===== src/rtl/cmd_initiator.sv =====
// cmd_initiator: serializes a memory request into the 4-byte device command word,
//   then streams buffered write payload to the device or returns read response bytes.
// Latency: reset op accepted in cycle 0, bytes in cycles 1-4, o_done in cycle 5.
// Backpressure: device pushes stall on i_dev_input_full; reads stall on empty or !i_rd_ready.
//
// Ports:
//   i_clk, i_rst_n                         clock, synchronous active-low reset
//   i_req_valid/o_req_ready, i_req_op/addr/size   request handshake (ready only in IDLE)
//   i_wr_valid/o_wr_ready, i_wr_data       write payload, taken while filling the buffer
//   o_rd_valid/i_rd_ready, o_rd_data       read bytes returned to the user
//   o_dev_data_valid/o_dev_data, i_dev_input_full      device input byte stream
//   o_dev_data_read, i_dev_data, i_dev_output_empty    device output FIFO (FWFT)
//   o_busy, o_done, o_err                  status; o_err qualifies the o_done pulse
// Optional: define CMD_INITIATOR_TIMEOUT_EN to abort a stalled read after TIMEOUT_CYCLES.
module cmd_initiator #(
  parameter int MAX_BURST = 16
`ifdef CMD_INITIATOR_TIMEOUT_EN
  , parameter int TIMEOUT_CYCLES = 1024
`endif
) (
  input  logic        i_clk,
  input  logic        i_rst_n,
  input  logic        i_req_valid,
  output logic        o_req_ready,
  input  logic [1:0]  i_req_op,
  input  logic [13:0] i_req_addr,
  input  logic [13:0] i_req_size,
  input  logic        i_wr_valid,
  input  logic [7:0]  i_wr_data,
  output logic        o_wr_ready,
  output logic        o_rd_valid,
  output logic [7:0]  o_rd_data,
  input  logic        i_rd_ready,
  output logic        o_dev_data_valid,
  output logic [7:0]  o_dev_data,
  input  logic        i_dev_input_full,
  output logic        o_dev_data_read,
  input  logic [7:0]  i_dev_data,
  input  logic        i_dev_output_empty,
  output logic        o_busy,
  output logic        o_done,
  output logic        o_err
);

  localparam int CW = $clog2(MAX_BURST + 1);
  localparam int IW = (MAX_BURST > 1) ? $clog2(MAX_BURST) : 1;

  typedef enum logic [2:0] {IDLE, FILL, CMD, PAYLOAD, RESP, DONE} state_t;
  state_t state, state_nxt;

  logic [1:0]    op_q;
  logic [13:0]   addr_q, size_q;
  logic          err_q;
  logic [CW-1:0] cnt;
  logic [7:0]    wbuf [MAX_BURST];
  logic [7:0]    rd_data_q;
  logic          rd_valid_q;

  logic          accept, req_bad, push, pull, fill_we, cnt_last, tmo;
  logic [14:0]   size_p1, addr_end;
  logic [31:0]   cmd_word;

  assign accept   = i_req_valid && (state == IDLE);
  // 15-bit sums so a request ending past the top address cannot wrap and look legal
  assign size_p1  = {1'b0, i_req_size} + 15'd1;
  assign addr_end = {1'b0, i_req_addr} + {1'b0, i_req_size};
  assign req_bad  = (i_req_op == 2'd3) ||
                    ((i_req_op != 2'd0) &&
                     ((size_p1 > 15'(MAX_BURST)) || (addr_end > 15'd16383)));

  assign cmd_word = {2'b00, op_q, addr_q, size_q};
  assign cnt_last = (14'(cnt) == size_q);
  assign push     = ((state == CMD) || (state == PAYLOAD)) && !i_dev_input_full;
  assign pull     = (state == RESP) && !i_dev_output_empty && (!rd_valid_q || i_rd_ready);
  assign fill_we  = (state == FILL) && i_wr_valid;

`ifdef CMD_INITIATOR_TIMEOUT_EN
  localparam int TW = $clog2(TIMEOUT_CYCLES + 1);
  logic [TW-1:0] tmo_cnt;
  // Counts consecutive RESP cycles without a device read.
  always_ff @(posedge i_clk) begin
    if (!i_rst_n || (state != RESP) || pull) tmo_cnt <= '0;
    else                                     tmo_cnt <= tmo_cnt + TW'(1);
  end
  assign tmo = (state == RESP) && !pull && (tmo_cnt == TW'(TIMEOUT_CYCLES - 1));
`else
  assign tmo = 1'b0;
`endif

  // State register
  always_ff @(posedge i_clk) begin
    if (!i_rst_n) state <= IDLE;
    else          state <= state_nxt;
  end

  // Next-state logic
  always_comb begin
    state_nxt = state;
    case (state)
      IDLE:    if (accept) begin
                 if (req_bad)               state_nxt = DONE;
                 else if (i_req_op == 2'd2) state_nxt = FILL;
                 else                       state_nxt = CMD;
               end
      FILL:    if (fill_we && cnt_last) state_nxt = CMD;
      CMD:     if (push && (cnt[1:0] == 2'd3)) begin
                 case (op_q)
                   2'd0:    state_nxt = DONE;
                   2'd1:    state_nxt = RESP;
                   default: state_nxt = PAYLOAD;
                 endcase
               end
      PAYLOAD: if (push && cnt_last) state_nxt = DONE;
      RESP:    if ((pull && cnt_last) || tmo) state_nxt = DONE;
      // hold completion until the last read byte has been taken by the user
      DONE:    if (!rd_valid_q) state_nxt = IDLE;
      default: state_nxt = IDLE;
    endcase
  end

  // Request latch, shared byte counter and read output register
  always_ff @(posedge i_clk) begin
    if (!i_rst_n) begin
      op_q       <= '0;
      addr_q     <= '0;
      size_q     <= '0;
      err_q      <= 1'b0;
      cnt        <= '0;
      rd_data_q  <= '0;
      rd_valid_q <= 1'b0;
    end else begin
      if (accept) begin
        op_q   <= i_req_op;
        addr_q <= i_req_addr;
        size_q <= i_req_size;
        err_q  <= req_bad;
      end else if (tmo) begin
        err_q  <= 1'b1;
      end
      // one counter serves every phase; it restarts on each state change
      if (state_nxt != state)           cnt <= '0;
      else if (fill_we || push || pull) cnt <= cnt + CW'(1);
      if (pull) begin
        rd_data_q  <= i_dev_data;
        rd_valid_q <= 1'b1;
      end else if (i_rd_ready) begin
        rd_valid_q <= 1'b0;
      end
    end
  end

  // Write payload buffer; whole burst is held before the command goes out
  always_ff @(posedge i_clk) begin
    if (fill_we) wbuf[cnt[IW-1:0]] <= i_wr_data;
  end

  // Output logic
  always_comb begin
    o_req_ready      = (state == IDLE);
    o_busy           = (state != IDLE);
    o_wr_ready       = (state == FILL);
    o_dev_data_valid = push;
    o_dev_data_read  = pull;
    o_dev_data       = 8'h00;
    if (state == CMD) begin
      case (cnt[1:0])
        2'd0:    o_dev_data = cmd_word[7:0];
        2'd1:    o_dev_data = cmd_word[15:8];
        2'd2:    o_dev_data = cmd_word[23:16];
        default: o_dev_data = cmd_word[31:24];
      endcase
    end else if (state == PAYLOAD) begin
      o_dev_data = wbuf[cnt[IW-1:0]];
    end
    o_done = (state == DONE) && !rd_valid_q;
    o_err  = (state == DONE) && !rd_valid_q && err_q;
  end

  assign o_rd_valid = rd_valid_q;
  assign o_rd_data  = rd_data_q;

endmodule


===== config.mk =====
export PLATFORM = sky130hd
export DESIGN_NAME = cmd_initiator
export DESIGN_NICKNAME = d
export VERILOG_FILES = /design/src/rtl/cmd_initiator.sv
export SDC_FILE = /design/constraint.sdc
export NUM_CORES = 1
export LEC_CHECK = 0
export CORE_MARGIN = 4
export CORE_UTILIZATION = 50
export CTS_CLUSTER_SIZE = 10
export DETAILED_ROUTE_END_ITERATION = 6
export PLACE_DENSITY = 0.74
export RECOVER_POWER = 25
export SYNTH_ARGS = -nofsm -noshare
export SYNTH_HDL_FRONTEND = slang
export SYNTH_SLANG_ARGS = --single-unit

===== constraint.sdc =====
create_clock -name i_clk -period 2.1 [get_ports i_clk]
set_input_delay 0.21 -clock i_clk [delete_from_list [all_inputs] [get_ports i_clk]]
set_output_delay 0.21 -clock i_clk [all_outputs]
set_load 0.01 [all_outputs]

* Yosys cells after proc, flatten, opt, wreduce, memory -nomap -nowiden
Memory sizes are Yosys's and may differ from the RTL's. A register that Yosys moved wholly into a read port is not among the register bits.
Index checks and enable logic that the tools add are counted.
** Word-level totals
- Flip-flop bits (word level) :: 48
- Bits in writable memories :: 128
- Word-level logic and storage cells :: 75
- Memories kept :: 1
** Operators by class
- Muxes and demuxes :: 19
- Reductions and logical operators :: 28
- Order comparisons :: 2
- Bitwise gates (word level) :: 1
- Add/sub/neg operators :: 3
- Equal/unequal tests :: 13
** Memories
- wbuf :: words 16, width 8, read ports 1, clocked after memory_dff 1, write ports 1, RTL line 55 : logic [7:0] wbuf [MAX_BURST];
** Operators by type and width (number)
- case mux 8 bit (3 select lines) :: 1
- two-way mux 3 bit :: 7
- case mux 3 bit (6 select lines) :: 1
- two-way mux 8 bit :: 2
- adder 14 x 1 -> 15 bit, second input constant :: 1
- adder 14 x 14 -> 15 bit :: 1
- > comparator 15 x 14 -> 1 bit, second input constant :: 1
- > comparator 15 x 5 -> 1 bit, second input constant :: 1
- equality test 5 x 14 -> 1 bit :: 1
- logical AND 1 bit :: 12
- equality test 2 bit, second input constant :: 4
- two-way mux 4 bit :: 2
- equality test 3 x 2 -> 1 bit, second input constant :: 2
- equality test 3 bit, second input constant :: 2
- logical OR 1 bit :: 6
- case mux 3 bit (2 select lines) :: 1
- adder 5 x 1 -> 5 bit, second input constant :: 1
- equality test 2 x 1 -> 1 bit, second input constant :: 2
- zero test 2 bit :: 2
- two-way mux 1 bit :: 4
- nonzero test 2 bit :: 2
- equality test 3 x 1 -> 1 bit, second input constant :: 1
- zero test 1 bit :: 3
- zero test 3 bit :: 1
- 5 further kinds :: 5

* Depth between registers and ports, before layout
- Word-level depth :: 11
- Gate-level depth with buffers :: 9
- Mapped depth without buffers :: 9

* Worst setup path after synthesis
OpenSTA, ideal clock, no wires.
- Path kind :: reg-to-reg
- From :: reg state[0]
- To :: mem wbuf[0][0], enable pin
- Arrival :: 1.912 ns
- Stages on the path, launching flop included :: 6
- Setup time :: 0.383 ns
- Buffers on the path :: 1
- Data required time :: 1.717 ns
- Period minus slack after synthesis :: 2.295 ns
- Setup slack :: -0.195 ns
- Cell sequence :: dfxtp_1 clkbuf_1 nor3b_1 and2_1 nand2_1 nor3_1
** Between the ends
- Word-level cells in the longest chain between the ends :: 4
** RTL lines
- from (decl) :: RTL line 49 : state_t state, state_nxt;
- from (signal assigned) :: RTL line 93 : else state <= state_nxt;
- equality test 3 x 1 -> 1 bit
- named net o_wr_ready :: RTL line 30 : output logic o_wr_ready,
- logical AND 1 bit :: RTL line 75 : assign fill_we = (state == FILL) && i_wr_valid;
- two-way mux 1 bit :: RTL line 154 : if (fill_we) wbuf[cnt[IW-1:0]] <= i_wr_data;
- two-way mux 1 bit (not written as such) :: RTL line 154
- to (decl) :: RTL line 55
The timed path passes the listed nets, and every way through them passes these cells.

==> flow_summary.toml <==
[run_status]
status = "finished, violations left"
violations = "negative setup slack"

[routing]
drt-vias-per-instance = 5.769
remaining_drc_errors = 0
drtIter0Drc = 565
antenna_left = 0
dr.pass1.iters = 6
drt_wl_total_um = 19850
vias = 5411
detail_route.wl_per_cell_um = 21.17

[min_path]
min_to = "o_rd_data[4]"
holdCritPathClass = "input pin to register"
hp-start = "i_dev_data[4]"
holdPathStages = 3

[synthesis]
synth_edf_count = 128
synth_seq_area_share = 0.6242
synth_cells = 561
ys_ff_latch = 180
synth_cell_types = 48
synth_area_leader_cell = "edfxtp_1"
netlist_area_um2 = 7825
ys.flop_type = "edfxtp_1"
async_reset_ff_frac = 0
synth_area_leaders = "edfxtp_1 49%, dfxtp_1 13%, mux4_2 6.6%"
syn_avg_cell_area_um2 = 13.95
synth_top_area_share = 0.4912
ys_warn_count = 0
syn-num-nets = 632

[clocking]
htree_levels = 4
cts_hold_buf = 0
cts-root-buf = "clkbuf_16"
clk_latency_ns = 0.45
clk_pin_slew_ns = 0.08
clk_path_buf_depth = 2
numCtsBuffers = 17
clock_sinks = 180
cts_tree = "done"

[pwr]
leakage_nw = 3.612
power.total_w = 0.008837
peakVddDrop_uv = 681.0
p_per_area_nw_per_um2 = 868.0

[setup_path]
critPathMaxFanout = 4
crit_path_end_kind = "primary output"
critPathTopFamily = "multiplexers"
worstReg2RegEnd = "state[0]"
r2r-start = "cnt[0]"
critPathLaunchType = "register"
reg2reg_depth = 8
path_cells = "buf_12 > buf_8 > mux4_2 > mux4_2 > a22o_1 > buf_2"
crit_required_ns = 1.89
reg2reg_slack_ns = 0.03
path_common_cell = "mux4_2"
max_stage_delay_ns = 0.53
cp_slowest_cell = "mux4_2"
crit_arrival_ns = 2.51
path_buf_inv = 3
crit_type = "register to primary output"

[cells_and_area]
fillers = 1031
area_growth_pct = 30.11
nets = 785
finalCoreUtilization = 0.6672
n_antenna_cell = 0
drive_above_1_share = 0.2737

[grt]
grt_max_degree = 46
grt_pass1_vias = 5324
grt_pass1_wl_um = 30350
antenna_found_initial = 0
grt_use_total = 0.2268
overflow = 0

[placement]
dp_hpwl_um = 13370
place.gp.congestion = 0.9302
io_buffers = 76

[timing]
skew_ns = 0.01342
fmax_ghz = 0.3680
tightest_slew_ns = 0.5742
rsz0062_at_grt = "true"
slew_viol_final = 0
setup_viol = 8
setup_slack_ns = -0.6175
final_hold_viol_count = 0
slew_headroom = 0.6160
finalCriticalPeriod_ns = 2.718
period_share = 1.294

[floorplanning]
die_h_um = 133.1
initial_core_util = 0.5128
io_pins = 77
rows = 45
coreArea_um2 = 15260
dieArea_um2 = 17720
die_w_um = 133.1

[run]
drv_cap = 0
area by class of cell:
cell class | count | area [um^2] | share of cell area
Clock buffer | 17 | 425.4 | 0.04178
Clock inverter | 15 | 198.9 | 0.01954
Inverter | 10 | 37.54 | 0.003687
Multi-Input combinational cell | 337 | 2796 | 0.2747
Sequential cell | 180 | 4892 | 0.4805
Tap cell | 211 | 264.0 | 0.02593
Timing Repair Buffer | 168 | 1567 | 0.1539
cell families (layout without fill, tap and decap cells):
group	count (synthesis)	count (layout)	share of synthesized area
flops	180	180	0.6242
simple gates	175	175	0.09882
compound gates	95	95	0.08714
buf+inv	44	210	0.02670
mux	40	40	0.1233
fa+ha+maj	18	18	0.02974
xor+xnor	9	9	0.01007
how the worst max path moves through the flow:
stage          cells past startpoint            from            end  slack (ns)
3_5_place_dp                       9  i_req_addr[13]       state[0]       -0.56
3_3_place_gp                       9  i_req_addr[13]       state[0]       -0.51
5_1_grt                            6        register  o_dev_data[2]       -0.66
6_report                           6        register  o_dev_data[2]       -0.62
2_1_floorplan                      5        state[0]    wbuf[12][0]        0.02
4_1_cts                            8        register  o_dev_data[7]       -0.65
cells in the mapped netlist (all sizes together) (3+ instances only):
| master | instances |
|---|---|
| and2 | 4 |
| nand2 | 100 |
| a31oi | 4 |
| nor3 | 7 |
| mux4 | 40 |
| xor2 | 8 |
| inv | 9 |
| ha | 17 |
| dfxtp | 52 |
| a222oi | 7 |
| buf | 14 |
| and3 | 3 |
| nand2b | 5 |
| a21oi | 9 |
| a21boi | 39 |
| clkbuf | 20 |
| nor4 | 4 |
| a22o | 5 |
| o21ai | 15 |
| nand3 | 9 |
| nor2b | 4 |
| nor2 | 27 |
| edfxtp | 128 |
| nand4 | 4 |
power breakdown:
group	switching [W]	total, W	internal [W]
clock network	0.00155	0.00329	0.00174
logic	0.000714	0.00151	0.000797
registers	0.000115	0.00404	0.00392
total	0.00238	0.00884	0.00646
cells in the final DEF, fill, tap and decap left out, drive strengths merged, types with 3 or more instances in the layout:
cell type      count
nand4              4
edfxtp           128
xor2               8
a222oi             7
clkdlybuf4s50     56
nand3              9
nor4               4
ha                17
nor3               7
nor2              27
clkbuf            17
a31oi              4
and3               3
buf              100
a22o               5
dfxtp             52
and2               4
nor2b              4
dlygate4sd3        7
nand2b             5
o21ai             15
mux4              40
a21boi            39
a21oi              9
nand2            100
inv               18
clkinv             5
stage by stage:
stage | hold slack (ns) | instances | TNS, ns | instance area [um^2] | setup slack [ns]
global route | 0.3216 | 938 | -5.146 | 10180 | -0.6639
floorplan | 0.3089 | 561 | 0 | 7845 | 0.01820
detailed placement | 0.4565 | 900 | -5.856 | 9445 | -0.5582
global placement | 0.4512 | 900 | -5.206 | 9445 | -0.5087
finish | 0.3260 | 938 | -4.527 | 10180 | -0.6175
CTS | 0.3070 | 936 | -4.840 | 10130 | -0.6506
flip-flops by register name, indices dropped and copies added, names as in the netlist, named ones only:
name / flops
state: 3
wbuf: 128
cnt: 5
op_q: 2
size_q: 14
o_rd_valid: 1
addr_q: 14
err_q: 1
o_rd_data: 8
worst min-delay path, cell delays in order:
cell and delay [ns]:
clkdlybuf4s50_1 0.40, nand2_1 0.05, a21boi_0 0.07
per-layer routing:
layer  track usage  wire length, um
met5             0                0
met4       0.09029              540
met3       0.04683             1196
met2        0.3860            10140
met1        0.2863             7979
repair_timing:
item                       in CTS  in global routing
pin swaps                       9                  6
setup endpoints to repair      20                 23
gates cloned                    2                  0
setup buffers                   2                  3
gates resized for setup        70                 18
Note: power is estimated with default switching activity, not from simulation.
